## config.mk

```make
export PLATFORM = sky130hd
export DESIGN_NAME = uart_frame_rx_flat
export DESIGN_NICKNAME = d
export VERILOG_FILES = /design/src/rtl/uart_frame_rx_if.sv /design/src/rtl/uart_frame_rx.sv /design/src/flat_wrapper.sv
export SDC_FILE = /design/constraint.sdc
export NUM_CORES = 1
export LEC_CHECK = 0
export BUFFER_PORTS_ARGS = -buffer_cell sky130_fd_sc_hd__buf_2
export CORE_MARGIN = 4
export CORE_UTILIZATION = 50
export DETAILED_ROUTE_END_ITERATION = 10
export GPL_ROUTABILITY_DRIVEN = 1
export PLACE_DENSITY = 0.68
export SLEW_MARGIN = 20
export SYNTH_ARGS = -nofsm -noshare
export SYNTH_HDL_FRONTEND = slang
export SYNTH_SLANG_ARGS = --single-unit
```

## constraint.sdc

```tcl
create_clock -name clk -period 2.5 [get_ports clk]
set_input_delay 0.375 -clock clk [delete_from_list [all_inputs] [get_ports clk]]
set_output_delay 0.375 -clock clk [all_outputs]
set_load 0.05 [all_outputs]
```

## src/rtl/uart_frame_rx_if.sv

```systemverilog
// Receive-side bundle for uart_frame_rx: oversampling strobe, serial line,
// frame configuration, and the reported word with its status flags.
interface uart_frame_rx_if;
    logic       baud_tick;
    logic       rx_in;
    logic [1:0] parity_type;
    logic       stop_bits;
    logic       data_length;
    logic [7:0] data_out;
    logic       data_valid;
    logic       parity_error;
    logic       stop_error;
    logic       busy;

    // Drives the line and configuration; consumes reported frames.
    modport master (
        output baud_tick, rx_in, parity_type, stop_bits, data_length,
        input  data_out, data_valid, parity_error, stop_error, busy
    );

    // The receiver itself.
    modport slave (
        input  baud_tick, rx_in, parity_type, stop_bits, data_length,
        output data_out, data_valid, parity_error, stop_error, busy
    );
endinterface

```

## src/rtl/uart_frame_rx.sv

```systemverilog
// UART receiver and frame checker. Oversamples the synchronized line,
// deserializes 7/8 data bits MSB first, checks optional parity and one or
// two stop bits, then reports the word and flags with a one-clk valid.
//
//   state    | meaning
//   ---------+-----------------------------------------------------------
//   S_IDLE   | waiting for a synchronized falling edge on the line
//   S_START  | timing to mid start bit; high there means false start
//   S_DATA   | sampling data bits mid-bit, shifting in MSB first
//   S_PARITY | sampling the parity bit and checking it against the data
//   S_STOP1  | sampling the first stop bit
//   S_STOP2  | sampling the second stop bit (two-stop mode only)
//   S_DONE   | one clk: publish word and flags, pulse data_valid
module uart_frame_rx #(
    parameter int OVERSAMPLE = 16
) (
    input  logic            clk,
    input  logic            rst,
    uart_frame_rx_if.slave  bus
);
    localparam int TW = $clog2(OVERSAMPLE);
    localparam logic [TW-1:0] T_HALF = TW'(OVERSAMPLE / 2 - 1);
    localparam logic [TW-1:0] T_LAST = TW'(OVERSAMPLE - 1);

    typedef enum logic [2:0] {
        S_IDLE, S_START, S_DATA, S_PARITY, S_STOP1, S_STOP2, S_DONE
    } state_t;

    state_t        state, state_nxt;
    logic [TW-1:0] tcnt, tcnt_nxt;
    logic [2:0]    bcnt, bcnt_nxt;
    logic [7:0]    shreg, shreg_nxt;
    logic [1:0]    cfg_ptype, cfg_ptype_nxt;
    logic          cfg_two, cfg_two_nxt;
    logic          cfg_len8, cfg_len8_nxt;
    logic          perr_r, perr_nxt;
    logic          serr_r, serr_nxt;
    logic [7:0]    dout_r, dout_nxt;
    logic          vout_r, vout_nxt;
    logic          perr_o, perr_o_nxt;
    logic          serr_o, serr_o_nxt;

    logic       sync1, rx_s, rx_d;
    logic [2:0] sync_vld;
    logic       fall, mid_start, mid_bit, par_en;
    logic [2:0] last_idx;

    // Two-flop synchronizer plus edge-detect flop; sync_vld tracks how many
    // stages hold real line samples so a line already low when reset is
    // released is not mistaken for a start edge.
    always_ff @(posedge clk or negedge rst) begin
        if (!rst) begin
            sync1    <= 1'b1;
            rx_s     <= 1'b1;
            rx_d     <= 1'b1;
            sync_vld <= 3'b000;
        end else begin
            sync1    <= bus.rx_in;
            rx_s     <= sync1;
            rx_d     <= rx_s;
            sync_vld <= {sync_vld[1:0], 1'b1};
        end
    end

    assign fall      = sync_vld[2] & rx_d & ~rx_s;
    assign mid_start = bus.baud_tick && (tcnt == T_HALF);
    assign mid_bit   = bus.baud_tick && (tcnt == T_LAST);
    assign par_en    = ^cfg_ptype;
    assign last_idx  = cfg_len8 ? 3'd7 : 3'd6;

    // Next-state and datapath update for the frame FSM.
    always_comb begin
        state_nxt     = state;
        tcnt_nxt      = tcnt;
        bcnt_nxt      = bcnt;
        shreg_nxt     = shreg;
        cfg_ptype_nxt = cfg_ptype;
        cfg_two_nxt   = cfg_two;
        cfg_len8_nxt  = cfg_len8;
        perr_nxt      = perr_r;
        serr_nxt      = serr_r;
        dout_nxt      = dout_r;
        vout_nxt      = 1'b0;
        perr_o_nxt    = perr_o;
        serr_o_nxt    = serr_o;

        if (bus.baud_tick && state != S_IDLE && state != S_DONE) begin
            tcnt_nxt = tcnt + TW'(1);
        end

        case (state)
            S_IDLE: begin
                if (fall) begin
                    cfg_ptype_nxt = bus.parity_type;
                    cfg_two_nxt   = bus.stop_bits;
                    cfg_len8_nxt  = bus.data_length;
                    tcnt_nxt      = '0;
                    perr_nxt      = 1'b0;
                    serr_nxt      = 1'b0;
                    state_nxt     = S_START;
                end
            end
            S_START: begin
                if (mid_start) begin
                    tcnt_nxt = '0;
                    if (rx_s) begin
                        state_nxt = S_IDLE;
                    end else begin
                        bcnt_nxt  = '0;
                        shreg_nxt = '0;
                        state_nxt = S_DATA;
                    end
                end
            end
            S_DATA: begin
                if (mid_bit) begin
                    tcnt_nxt  = '0;
                    shreg_nxt = {shreg[6:0], rx_s};
                    bcnt_nxt  = bcnt + 3'd1;
                    if (bcnt == last_idx) begin
                        state_nxt = par_en ? S_PARITY : S_STOP1;
                    end
                end
            end
            S_PARITY: begin
                if (mid_bit) begin
                    tcnt_nxt  = '0;
                    perr_nxt  = ((^shreg) ^ rx_s) != (cfg_ptype == 2'b01);
                    state_nxt = S_STOP1;
                end
            end
            S_STOP1: begin
                if (mid_bit) begin
                    tcnt_nxt  = '0;
                    serr_nxt  = serr_r | ~rx_s;
                    state_nxt = cfg_two ? S_STOP2 : S_DONE;
                end
            end
            S_STOP2: begin
                if (mid_bit) begin
                    tcnt_nxt  = '0;
                    serr_nxt  = serr_r | ~rx_s;
                    state_nxt = S_DONE;
                end
            end
            S_DONE: begin
                dout_nxt   = shreg;
                perr_o_nxt = perr_r;
                serr_o_nxt = serr_r;
                vout_nxt   = 1'b1;
                tcnt_nxt   = '0;
                state_nxt  = S_IDLE;
            end
            default: state_nxt = S_IDLE;
        endcase
    end

    // State, counters, latched configuration and reported outputs.
    always_ff @(posedge clk or negedge rst) begin
        if (!rst) begin
            state     <= S_IDLE;
            tcnt      <= '0;
            bcnt      <= '0;
            shreg     <= '0;
            cfg_ptype <= '0;
            cfg_two   <= 1'b0;
            cfg_len8  <= 1'b0;
            perr_r    <= 1'b0;
            serr_r    <= 1'b0;
            dout_r    <= '0;
            vout_r    <= 1'b0;
            perr_o    <= 1'b0;
            serr_o    <= 1'b0;
        end else begin
            state     <= state_nxt;
            tcnt      <= tcnt_nxt;
            bcnt      <= bcnt_nxt;
            shreg     <= shreg_nxt;
            cfg_ptype <= cfg_ptype_nxt;
            cfg_two   <= cfg_two_nxt;
            cfg_len8  <= cfg_len8_nxt;
            perr_r    <= perr_nxt;
            serr_r    <= serr_nxt;
            dout_r    <= dout_nxt;
            vout_r    <= vout_nxt;
            perr_o    <= perr_o_nxt;
            serr_o    <= serr_o_nxt;
        end
    end

    assign bus.data_out     = dout_r;
    assign bus.data_valid   = vout_r;
    assign bus.parity_error = perr_o;
    assign bus.stop_error   = serr_o;
    assign bus.busy         = (state != S_IDLE);
endmodule

```

## src/flat_wrapper.sv

```systemverilog
// flat-port wrapper written by rule: the top's interface ports become plain ports
module uart_frame_rx_flat 
#(
    parameter int OVERSAMPLE = 16
)
  (clk, rst, bus_baud_tick, bus_rx_in, bus_parity_type, bus_stop_bits, bus_data_length, bus_data_out, bus_data_valid, bus_parity_error, bus_stop_error, bus_busy);
  uart_frame_rx_if bus_i ();
  input  logic clk;
  input  logic rst;
  input wire logic [$bits(bus_i.baud_tick)-1:0] bus_baud_tick;
  input wire logic [$bits(bus_i.rx_in)-1:0] bus_rx_in;
  input wire logic [$bits(bus_i.parity_type)-1:0] bus_parity_type;
  input wire logic [$bits(bus_i.stop_bits)-1:0] bus_stop_bits;
  input wire logic [$bits(bus_i.data_length)-1:0] bus_data_length;
  output wire logic [$bits(bus_i.data_out)-1:0] bus_data_out;
  output wire logic [$bits(bus_i.data_valid)-1:0] bus_data_valid;
  output wire logic [$bits(bus_i.parity_error)-1:0] bus_parity_error;
  output wire logic [$bits(bus_i.stop_error)-1:0] bus_stop_error;
  output wire logic [$bits(bus_i.busy)-1:0] bus_busy;
  assign bus_i.baud_tick = bus_baud_tick;
  assign bus_i.rx_in = bus_rx_in;
  assign bus_i.parity_type = bus_parity_type;
  assign bus_i.stop_bits = bus_stop_bits;
  assign bus_i.data_length = bus_data_length;
  assign bus_data_out = bus_i.data_out;
  assign bus_data_valid = bus_i.data_valid;
  assign bus_parity_error = bus_i.parity_error;
  assign bus_stop_error = bus_i.stop_error;
  assign bus_busy = bus_i.busy;
  uart_frame_rx #(.OVERSAMPLE(OVERSAMPLE)) u_core (.clk(clk), .rst(rst), .bus(bus_i));
endmodule
```

==> results.cfg <==
[cts]
cts_buffers = 5
cts_buffer_depth = 2
cts_tree = built
ctsResizeCount = 0
clock-root-buffer = clkbuf_8
path_clk_slew_ps = 70
insertion_delay_ps = 290
h-tree-depth = 2
post-cts-setup-buffers = 0
cts_sinks = 41
holdBufCountCts = 0

[routing]
vias = 1235
drc = 0
drt_iter0_drc = 61
wl_per_cell_um = 15.3
wl_um = 3370
first_pass_iters = 4
antenna_left = 0
vias_per_cell = 5.61

[worst_setup_path]
worstPathArrival_ps = 2120
critPathTopFamily = simple AND/OR/NAND/NOR gates
crit_chain = ha_1, and3_1, and2_4, o21a_1, nor3_2, mux2_1
worstPathRequired_ps = 2670
startpoint_type = flop
worst-path-stages = 6
path_buf_inv = 0
crit_type = flop to flop
r2r_cells = 6
cpPeakStageDelay_ps = 410
end_kind = flop
worstPathMaxFanout = 6
slowest_stage = dfrtp_1

[placement]
dp_slack_ps = 561
placed_area_mm2 = 0.00197
gp_congestion = 0.788
dpl.hpwl_um = 2320
portBuffers = 19

[grt]
grt_pass1_vias = 1282
antenna_found_initial = 0
overflow = 0
grt_max_degree = 42
grt_use_total_pct = 17.2
grt_pass1_wl_um = 5900

[floorplanning]
fp.dieW_um = 68.9
ios = 20
core.rowCount = 21
start_util_pct = 53.5
fp.dieH_um = 68.9
core_area_mm2 = 0.00347
dieArea_mm2 = 0.00475

[synthesis]
synth_nets = 164
syn-cell-area_mm2 = 0.00185
synthFlopType = dfrtp_1
netlist_instances = 153
synth_edf_count = 0
async_flop_share_pct = 100
yosysSeqAreaShare_pct = 55.5
yosysWarnings = 0
synth.avg_cell_area_um2 = 12.1
ys_ff_latch = 41
yosys.cell_types.count = 40

[pwr]
combPwrFrac_pct = 25.7
power.density_mw_per_mm2 = 930
power_frac_seq_pct = 46.4
p_clk_share_pct = 27.9
p_sw_mw = 0.623
power.internal_mw = 1.32
switching_share_pct = 32.0
p_leak_nw = 1.01
peakVddDrop_uv = 393
power_mw = 1.95

[sta]
tightest_slew_ps = 869
slew_headroom_pct = 42.1
setup-tns-final_ps = 0
hold_viol = 0
maxSlewViolCount = 0
setup_slack_ps = 554
rsz0062_at_grt = no
setup_viol = 0
fmax_mhz = 514
fin_crit_sh_pct = 77.9
min_period_ps = 1950
finalClockSkew_ps = 2.77

[hold_path]
min_path_type = input port to flop
whs_path_depth = 1

[cells_and_area]
postLayoutCellArea_mm2 = 0.00209
fillers = 288
final-seq-area_mm2 = 0.00103
layout-drive-gt1-share_pct = 28.2
multi_input_area_um2 = 781
fin_nets = 184
diodes = 0
area_delta_synth_final_pct = 12.8

[job]
drv_cap = 0

[outcome]
outcome = completed
==> through the flow <==
step / hold WS (ps) / instances / utilization (%)
after detailed placement: 344 / 212 / 56.9
final: 174 / 220 / 60.3
after global routing: 163 / 220 / 60.3
after CTS: 163 / 220 / 60.3
after global placement: 338 / 212 / 56.9
after floorplan: 79.4 / 153 / -
==> layout by cell type (no fill, tap or decap), drive strengths merged, types with 2 or more instances in the layout <==
master	count
xnor2	13
mux2	18
o22ai	2
inv	3
nor2	7
a21oi	5
ha	3
and2	4
nor2b	3
o21ai	4
dfrtp	38
clkbuf	7
nor3	2
dfstp	3
nand2	9
a22o	11
nand3	6
buf	19
==> cell type report <==
cell class	count	area share, %
clock buffer	7	4.13
clock inverter	1	1.44
inverter	3	0.539
multi-input combinational	103	37.3
sequential	41	49.3
tap	46	2.75
timing repair buffer	19	4.55
==> registers in the layout, summed over array words and instances, names as in the netlist, 2 cells and up <==
register / flops
u_core.bus.data_out: 8
u_core.shreg: 8
u_core.sync_vld: 3
u_core.tcnt: 4
u_core.bcnt: 3
u_core.state: 3
u_core.cfg_ptype: 2
==> cells in the mapped netlist, types with 2 or more instances <==
cell type,instances,area [µm²]
inv_1,2,7.51
o22ai_1,2,12.5
nand3_1,6,30.0
a21oi_1,5,25.0
xnor2_1,13,114
mux2_2,16,180
dfstp_2,3,78.8
and2_1,3,18.8
dfrtp_1,38,951
nand2_1,9,33.8
o21ai_0,4,20.0
clkbuf_1,3,11.3
a22o_1,11,96.3
nor2b_1,3,18.8
buf_2,2,10.0
nor2_1,6,22.5
mux2_1,2,22.5
ha_1,3,37.5
==> power by group through the flow <==
stage | Sequential, mW | Combinational, mW | Clock [mW]
floorplan | 0.830 | 0.465 | 0
global placement | 0.902 | 0.485 | 0
detailed placement | 0.911 | 0.501 | 0
CTS | 0.899 | 0.506 | 0.557
global route | 0.919 | 0.570 | 0.585
finish | 0.902 | 0.501 | 0.543
==> layer usage <==
layer,GRT usage [%],up-vias,share of wire (%),routed length [µm]
met2,25.5,37,46,1540
met1,22.4,614,46,1550
li1,-,575,-,-
met5,0,-,0,0
met4,8.03,0,1.9,65
met3,6.32,9,6.5,220
==> final timing paths <==
| path | start | to | slack (ps) |
|---|---|---|---|
| max | u_core.tcnt[0] | u_core.state[1] | 550 |
| min | bus_rx_in | u_core.sync1 | 170 |
| max reg2reg | u_core.tcnt[0] | u_core.state[1] | 550 |
| min reg2reg | u_core.sync_vld[0] | u_core.sync_vld[1] | 360 |
| max in group asynchronous | rst | u_core.tcnt[0] | 1760 |
| min in group asynchronous | rst | u_core.state[1] | 180 |
==> cell families after synthesis <==
logic type	after synthesis	share of synthesized area, %
buffers and inverters	9	2.36
multiplexers	18	10.9
XOR/XNOR	13	6.14
adder cells (fa/ha/maj)	3	2.02
AO/OA/AOI/OAI	29	11.2
AND/OR/NAND/NOR	39	11.6
flip-flops	41	55.5
other	1	0.202
Power figures use the tool's default switching activity.
